==> config.mk <==
export PLATFORM = sky130hd
export DESIGN_NAME = fetch_stage
export DESIGN_NICKNAME = d
export VERILOG_FILES = /design/src/rtl/fetch_stage_pkg.sv /design/src/rtl/fetch_stage_fifo.sv /design/src/rtl/fetch_stage.sv
export SDC_FILE = /design/constraint.sdc
export NUM_CORES = 1
export LEC_CHECK = 0
export CAP_MARGIN = 30
export CORE_ASPECT_RATIO = 0.7
export CORE_MARGIN = 10
export CORE_UTILIZATION = 50
export DETAILED_ROUTE_END_ITERATION = 8
export GPL_TIMING_DRIVEN = 0
export PLACE_DENSITY_LB_ADDON = 0.15
export SYNTH_ARGS = -nofsm -noshare
export SYNTH_HDL_FRONTEND = slang
export SYNTH_SLANG_ARGS = --single-unit
==> constraint.sdc <==
create_clock -name clk -period 3.5 [get_ports clk]
set_input_delay 0.7 -clock clk [delete_from_list [all_inputs] [get_ports clk]]
set_output_delay 0.7 -clock clk [all_outputs]
set_load 0.01 [all_outputs]
==> src/rtl/fetch_stage_pkg.sv <==
// fetch_stage_pkg: opcode constants, bubble encoding, fetch FSM states and FIFO entry layout.
// Latency: n/a (types and constants only).
// Backpressure: n/a.
package fetch_stage_pkg;

    localparam logic [3:0] OP_HALT   = 4'b0000;
    localparam logic [3:0] OP_NOP    = 4'b0001;
    localparam logic [3:0] OP_BRANCH = 4'b0010;
    localparam logic [3:0] OP_JUMP   = 4'b0100;

    // Bubble: opcode OP_NOP, all other fields zero.
    localparam logic [15:0] NOP_INST = 16'h1000;

    typedef enum logic [1:0] {
        RUN,
        DRAIN,
        HALTED
    } fetch_state_t;

    typedef struct packed {
        logic [15:0] pc;
        logic [15:0] inst;
        logic        filled;
    } fetch_entry_t;

    function automatic logic is_halt(input logic [15:0] inst_word);
        return inst_word[15:12] == OP_HALT;
    endfunction

endpackage

==> src/rtl/fetch_stage_fifo.sv <==
// fetch_fifo: in-order buffer of issued fetches; entries are allocated at request and filled at response.
// Latency: a fill at edge t makes the entry visible as filled at the head from edge t onward.
// Backpressure: none internally; alloc is dropped when full (unless popping), fill is dropped with nothing unfilled.
//
// Ports: clk/rst (sync, active-high); flush clears all entries; alloc/alloc_pc append at the tail;
//        fill/fill_inst complete the oldest unfilled entry; pop retires a filled head;
//        head_* describe the oldest entry; count = allocated entries; unfilled = entries awaiting data.
module fetch_fifo #(
    parameter int DEPTH = 2,
    localparam int PTR_W = (DEPTH > 1) ? $clog2(DEPTH) : 1,
    localparam int CNT_W = $clog2(DEPTH + 1)
) (
    input  logic             clk,
    input  logic             rst,
    input  logic             flush,
    input  logic             alloc,
    input  logic [15:0]      alloc_pc,
    input  logic             fill,
    input  logic [15:0]      fill_inst,
    input  logic             pop,
    output logic [15:0]      head_pc,
    output logic [15:0]      head_inst,
    output logic             head_filled,
    output logic [CNT_W-1:0] count,
    output logic [CNT_W-1:0] unfilled
);
    import fetch_stage_pkg::*;

    fetch_entry_t     mem [DEPTH];
    logic [PTR_W-1:0] head_ptr;
    logic [PTR_W-1:0] tail_ptr;
    logic [PTR_W-1:0] fill_ptr;
    logic             do_alloc;
    logic             do_fill;
    logic             do_pop;

    function automatic logic [PTR_W-1:0] ptr_inc(input logic [PTR_W-1:0] p);
        return (p == PTR_W'(DEPTH - 1)) ? '0 : p + 1'b1;
    endfunction

    assign head_pc     = mem[head_ptr].pc;
    assign head_inst   = mem[head_ptr].inst;
    // A non-empty FIFO's head was written by alloc, which clears the filled bit.
    assign head_filled = (count != '0) && mem[head_ptr].filled;

    assign do_pop   = pop && head_filled;
    assign do_fill  = fill && (unfilled != '0);
    // When full, the tail slot is the head slot, so allocating alongside a pop reuses it.
    assign do_alloc = alloc && ((count != CNT_W'(DEPTH)) || do_pop);

    always_ff @(posedge clk) begin
        if (rst || flush) begin
            head_ptr <= '0;
            tail_ptr <= '0;
            fill_ptr <= '0;
            count    <= '0;
            unfilled <= '0;
        end else begin
            if (do_alloc) begin
                mem[tail_ptr] <= '{pc: alloc_pc, inst: 16'h0000, filled: 1'b0};
                tail_ptr      <= ptr_inc(tail_ptr);
            end
            // fill_ptr never equals tail_ptr while an entry is unfilled, so no write clash.
            if (do_fill) begin
                mem[fill_ptr].inst   <= fill_inst;
                mem[fill_ptr].filled <= 1'b1;
                fill_ptr             <= ptr_inc(fill_ptr);
            end
            if (do_pop) begin
                head_ptr <= ptr_inc(head_ptr);
            end
            count    <= count + CNT_W'(do_alloc) - CNT_W'(do_pop);
            unfilled <= unfilled + CNT_W'(do_alloc) - CNT_W'(do_fill);
        end
    end

endmodule

==> src/rtl/fetch_stage.sv <==
// fetch_stage: instruction fetch with in-order memory requests, response FIFO and registered IF/ID output.
// Latency: response at edge t reaches inst/PC after edge t+1 when it is the FIFO head and stall=0.
// Backpressure: stall freezes IF/ID; requests stop once DEPTH entries are outstanding or buffered.
//
// Ports: clk, rst (sync, active-high); imem_req/imem_addr/imem_gnt request channel;
//        imem_rvalid/imem_rdata in-order responses; stall hold; redirect/redirect_pc branch target;
//        PC/PCPlus1/inst/inst_valid IF/ID register; halted when a halt instruction sits in IF/ID.
// Optional: define FETCH_STALL_CNT_EN to add stall_cycles, a saturating count of stalled valid cycles.
module fetch_stage #(
    parameter int          DEPTH    = 2,
    parameter logic [15:0] RESET_PC = 16'h0000,
    parameter logic [15:0] NOP_INST = fetch_stage_pkg::NOP_INST
) (
    input  logic        clk,
    input  logic        rst,
    output logic        imem_req,
    output logic [15:0] imem_addr,
    input  logic        imem_gnt,
    input  logic        imem_rvalid,
    input  logic [15:0] imem_rdata,
    input  logic        stall,
    input  logic        redirect,
    input  logic [15:0] redirect_pc,
    output logic [15:0] PC,
    output logic [15:0] PCPlus1,
    output logic [15:0] inst,
    output logic        inst_valid,
    output logic        halted
`ifdef FETCH_STALL_CNT_EN
    ,
    output logic [15:0] stall_cycles
`endif
);
    import fetch_stage_pkg::*;

    localparam int CNT_W = $clog2(DEPTH + 1);

    fetch_state_t     state;
    fetch_state_t     state_nxt;
    logic [15:0]      fetch_pc;
    logic [CNT_W-1:0] drop_cnt;
    logic [CNT_W-1:0] drop_nxt;

    logic             fifo_flush;
    logic             fifo_alloc;
    logic             fifo_fill;
    logic             fifo_pop;
    logic [15:0]      fifo_head_pc;
    logic [15:0]      fifo_head_inst;
    logic             fifo_head_filled;
    logic [CNT_W-1:0] fifo_count;
    logic [CNT_W-1:0] fifo_unfilled;

    logic             if_load;
    logic             if_bubble;

    assign imem_addr  = fetch_pc;
    assign halted     = (state == HALTED);
    assign fifo_alloc = imem_req && imem_gnt;

    fetch_fifo #(.DEPTH(DEPTH)) u_fifo (
        .clk         (clk),
        .rst         (rst),
        .flush       (fifo_flush),
        .alloc       (fifo_alloc),
        .alloc_pc    (fetch_pc),
        .fill        (fifo_fill),
        .fill_inst   (imem_rdata),
        .pop         (fifo_pop),
        .head_pc     (fifo_head_pc),
        .head_inst   (fifo_head_inst),
        .head_filled (fifo_head_filled),
        .count       (fifo_count),
        .unfilled    (fifo_unfilled)
    );

    always_comb begin
        state_nxt  = state;
        drop_nxt   = drop_cnt;
        imem_req   = 1'b0;
        fifo_flush = 1'b0;
        fifo_fill  = 1'b0;
        fifo_pop   = 1'b0;
        if_load    = 1'b0;
        if_bubble  = 1'b0;

        case (state)
            RUN, HALTED: begin
                if (redirect) begin
                    // Outstanding requests still owe a response each; a response arriving now
                    // is one of them and is discarded immediately.
                    fifo_flush = 1'b1;
                    if_bubble  = 1'b1;
                    drop_nxt   = fifo_unfilled - CNT_W'(imem_rvalid && (fifo_unfilled != '0));
                    state_nxt  = (drop_nxt != '0) ? DRAIN : RUN;
                end else begin
                    fifo_fill = imem_rvalid;
                    if (state == RUN) begin
                        imem_req = (fifo_count < CNT_W'(DEPTH));
                        if (!stall) begin
                            if (fifo_head_filled) begin
                                fifo_pop = 1'b1;
                                if_load  = 1'b1;
                                if (is_halt(fifo_head_inst)) begin
                                    state_nxt = HALTED;
                                end
                            end else begin
                                if_bubble = 1'b1;
                            end
                        end
                    end
                end
            end
            DRAIN: begin
                // FIFO is empty here; a redirect only retargets fetch_pc (handled in the register).
                if (!stall) begin
                    if_bubble = 1'b1;
                end
                if (imem_rvalid) begin
                    if (drop_cnt <= CNT_W'(1)) begin
                        drop_nxt  = '0;
                        state_nxt = RUN;
                    end else begin
                        drop_nxt = drop_cnt - 1'b1;
                    end
                end
            end
            default: begin
                state_nxt = RUN;
            end
        endcase

        if (rst) begin
            imem_req = 1'b0;
        end
    end

    always_ff @(posedge clk) begin
        if (rst) begin
            state      <= RUN;
            drop_cnt   <= '0;
            fetch_pc   <= RESET_PC;
            PC         <= RESET_PC;
            PCPlus1    <= RESET_PC + 16'd1;
            inst       <= NOP_INST;
            inst_valid <= 1'b0;
        end else begin
            state    <= state_nxt;
            drop_cnt <= drop_nxt;
            if (redirect) begin
                fetch_pc <= redirect_pc;
            end else if (fifo_alloc) begin
                fetch_pc <= fetch_pc + 16'd1;
            end
            if (if_load) begin
                PC         <= fifo_head_pc;
                PCPlus1    <= fifo_head_pc + 16'd1;
                inst       <= fifo_head_inst;
                inst_valid <= 1'b1;
            end else if (if_bubble) begin
                inst       <= NOP_INST;
                inst_valid <= 1'b0;
            end
        end
    end

`ifdef FETCH_STALL_CNT_EN
    always_ff @(posedge clk) begin
        if (rst) begin
            stall_cycles <= '0;
        end else if (stall && inst_valid && (stall_cycles != 16'hFFFF)) begin
            stall_cycles <= stall_cycles + 16'd1;
        end
    end
`endif

    // A response with no request waiting for it is dropped by the FIFO; flag it in simulation.
    assert property (@(posedge clk) disable iff (rst)
        (imem_rvalid && (state != DRAIN)) |-> (fifo_unfilled != '0));

endmodule

Word-level counts from Yosys, hierarchy flattened. Memories as Yosys holds them, arrays and structs flattened. A register that Yosys moved wholly into a read port is not among the register bits. Index checks and enable logic that the tools add are counted.

Order comparisons: 2. Reductions and logical operators: 19. Muxes and demuxes: 49. Equality and inequality tests: 10. Add/sub/neg operators: 11.

Operator list (count): $mux W16 (4); $add A16 B1 Y16 const B (2); $mux W1 (32); $mux W2 (10); $reduce_bool A2 Y1 (6); $ne A3 B3 Y1 const B (3); $ne A2 B2 Y1 const B (4); $pmux W2 S2 (2); $logic_and A1 B1 Y1 (6); $reduce_and A6 Y1 (1); $sub A2 B1 Y2 (3); $add A2 B1 Y2 (2); $logic_not A4 Y1 (1); $add A1 B1 Y1 const B (3); $ne A3 B2 Y1 const B (1); $reduce_and A3 Y1 (1); $eq A2 B1 Y1 const B (1); $eq A2 B2 Y1 const B (1); $le A2 B1 Y1 const B (1); $logic_not A2 Y1 (1); $logic_or A1 B1 Y1 (2); $lt A2 B2 Y1 const B (1); $pmux W1 S2 (1); $reduce_or A2 Y1 (1); $sub A2 B1 Y2 const B (1).

Logic and storage cells: 104. Register bits: 76. Output and inout bits: 67. Memories kept: 1. RAM bits: 66.

Memory list: u_fifo.mem (words 2, width 33, read ports 1, clocked after memory_dff 1, wr ports 2, line fetch_stage_fifo.sv:29) `fetch_entry_t mem [DEPTH];`.

Depth between registers and ports, before layout.
Depth in word-level cells: 13. Mapped depth: 10. Gate-level depth less buffers: 7.

Cells and area by module. Synthesis repeated with hierarchy kept, for this count alone.

Cell total of the unflattened synthesis: 564. Area, all modules: 6150.9 sq um.

Modules (own cells, without submodules): fetch_stage (cells an instance 370, area each 3115.5 sq um, instances 1, sequential area each 1381.3 sq um); fetch_fifo (cells an instance 194, area each 3035.4 sq um, instances 1, sequential area each 2122.0 sq um).

Least setup slack after synthesis. OpenSTA, ideal clock, no wires.

Path type: input port to flip-flop. From: in redirect. To: mem u_fifo.mem[0][10] in the netlist's numbering (enable). Setup slack: 623 ps. Library setup time: 334 ps. Stages on the path: 6. Data required time: 3166 ps. Arrival: 2543 ps. Cell sequence: buf_2 nor3_4 nand3_1 buf_2 nor2_1 or2_2.

RTL lines: from (decl) (line fetch_stage.sv:22) `input logic redirect,`; to (decl) (line fetch_stage_fifo.sv:29).

==> flow_summary.yaml <==
floorplanning:
  fp.dieW_um: 153
  die_y_um: 113
  dieArea_um2: 17300
  std_cell_rows: 33
  coreArea_um2: 11900
  start_util_pct: 52.0
  io_pins: 105
critical_path:
  crit_required_ps: 3570
  crit_start: "rst"
  cp_data_arrival_time_ps: 3160
  cp_slowest_cell: "nor2_1"
  start_kind: "input pin"
  cp-end-kind: "flop"
  cp_max_fo: 16
  crit_top_cell: "nor2_1"
  cpPeakStageDelay_ps: 630
  crit_chain: "clkdlybuf4s50_1, nor2_1, nand3_1, buf_2, nor2_1, buf_6, or2_2"
  crit_type: "in2reg"
  r2r_start: "state[1]$_SDFFE_PP0P_"
yosys:
  ys_seq_elements: 143
  ys_warn_count: 0
  avgSynthCellArea_um2: 10.5
  synth_cells: 594
  ys_async_sr_fraction_pct: 0
  synthFlopType: "dfxtp_1"
  syn_area_um2: 6210
  synth-seq-area-share_pct: 56.4
  synth_cell_type_count: 58
  syn_nets: 637
  synth_edf_count: 64
finish:
  antenna_cells: 0
  fin_util_pct: 67.7
  final_common_cell: "clkdlybuf4s50_1"
  drive_gt1_share_pct: 9.59
  area_delta_synth_final_pct: 30.1
  final_cell_mix: "clkdlybuf4s50_1, dfxtp_1, nor2_1"
  nets: 760
  final_cell_area_um2: 8080
sta:
  max_slew.worst_pin.slew_ps: 933
  fin_crit_ps: 3090
  min_period_over_period_pct: 88.4
  rsz0062_at_grt: "no"
  slew_headroom_pct: 37.5
  fin_worst_skew_ps: 7.70
  setup_tns_ps: 0
  fmax_mhz: 323
  setup_viol: 0
  hold_violations: 0
  final_max_slew_viol_count: 0
clock_network:
  path_clk_slew_ps: 50
  post_cts_buffers: 0
  postCtsHoldBufs: 0
  clock_latency_ps: 420
  h-tree-depth: 4
  cts_tree: "built"
  cts_num_sinks: 143
  cts_resized: 0
  clk_path_buf_depth: 2
  numCtsBuffers: 17
  cts_root_buf: "clkbuf_16"
grt:
  grt_usage_pct: 19.0
  grt_max_degree: 18
  overflow: 0
  antenna_found_initial: 0
  grt_pass1_vias: 4894
  grt_pass1_wl_mm: 26.7
place:
  port_buffers: 103
  placed_area_um2: 7450
  gp_congestion: 0.893
  hpwl_mm: 12.0
detailed_routing:
  wl_met2_mm: 7.19
  top_layer_used: "met4"
  dr.pass1.iters: 5
  routed_via_density: 5.59
  wl_per_cell_um: 18.7
  met3_length_mm: 1.42
  first_iter_violations: 380
  drt_wl_total_mm: 16.6
  drcViolationCount: 0
  met1_length_mm: 7.80
  antenna_left: 0
  vias: 4958
hold_path:
  holdCritStartpoint: "PCPlus1[0]$_SDFFE_PP1P_"
  hold_class: "reg2reg"
run:
  maxCapViolCount: 0
run_status:
  status: "finished, final reports clean"
power_and_ir_drop:
  leakage_nw: 2.90
  powerDensity_nw_per_um2: 482
  vdd_drop_max_mv: 0.349
per-layer routing:
metal | track usage, % | up-vias
li1 | - | 2375
met4 | 5.13 | 0
met2 | 27.9 | 195
met1 | 25.8 | 2365
met3 | 7.08 | 23
met5 | 0 | -
final timing paths:
path,endpoint,slack (ps),cells after the start
max,u_fifo.mem[0][13]$_DFFE_PP_,410,7
min,PCPlus1[0]$_SDFFE_PP1P_,450,2
max reg2reg,u_fifo.mem[0][13]$_DFFE_PP_,640,6
min reg2reg,PCPlus1[0]$_SDFFE_PP1P_,450,2
report_power, final:
| group | switching [mW] | total [mW] | internal (mW) |
|---|---|---|---|
| registers | 0.0364 | 1.81 | 1.77 |
| clock network | 0.693 | 1.88 | 1.19 |
| logic | 0.110 | 0.206 | 0.0968 |
registers in the layout, summed over array words and instances (netlist names), named ones only:
| register | flops |
|---|---|
| drop_cnt | 2 |
| u_fifo.fill_ptr | 1 |
| u_fifo.unfilled | 2 |
| u_fifo.mem | 66 |
| u_fifo.head_ptr | 1 |
| inst_valid | 1 |
| PC | 16 |
| u_fifo.count | 2 |
| state | 2 |
| PCPlus1 | 16 |
| imem_addr | 16 |
| u_fifo.tail_ptr | 1 |
| inst | 16 |
Yosys cell counts, types with 6 or more instances:
cell type  number  area (um2)
buf_2          15        75.1
a21oi_1        40         200
xor2_1          8        70.1
nor3_1          9        45.0
a21o_1          6        45.0
a31oi_1         9        56.3
inv_1           8        30.0
and3_1          9        56.3
and2_1         34         213
xnor2_1         9        78.8
edfxtp_1       64        1920
nand2_1        50         188
nand4_1        11        68.8
nor2_1         75         282
mux2i_1        27         270
nand3_1        18        90.1
a211oi_1       17         128
dfxtp_1        79        1580
clkbuf_1       10        37.5
o21ai_0        12        60.1
metrics by stage:
stage	hold WS, ps	power, mW	setup slack [ps]	std cells
final	447	3.90	406	887
after global placement	427	2.04	-325	854
after detailed placement	442	2.04	12.7	855
after CTS	451	3.90	442	887
after global routing	481	4.01	198	887
after floorplan	420	1.93	623	594
critical path, delay by kind of cell:
family	cells	cell delay [ps]
buf+inv	3	950
simple gates	4	1500
cell families after synthesis:
kind of cell	Yosys count	share of synthesized area (%)
simple gates	233	18.7
flops	143	56.4
compound gates	116	12.0
buf+inv	44	3.45
mux	36	6.03
xor+xnor	17	2.40
fa+ha+maj	5	1.01
layout make-up:
class | instances | area (um2)
Fill cell | 897 | 3860
Sequential cell | 143 | 3500
Tap cell | 157 | 196
Inverter | 10 | 37.5
Timing Repair Buffer | 104 | 1040
Clock buffer | 26 | 564
Multi-Input combinational cell | 407 | 2490
Buffer | 34 | 176
Clock inverter | 6 | 63.8
Note: power is estimated with default switching activity, not from simulation.
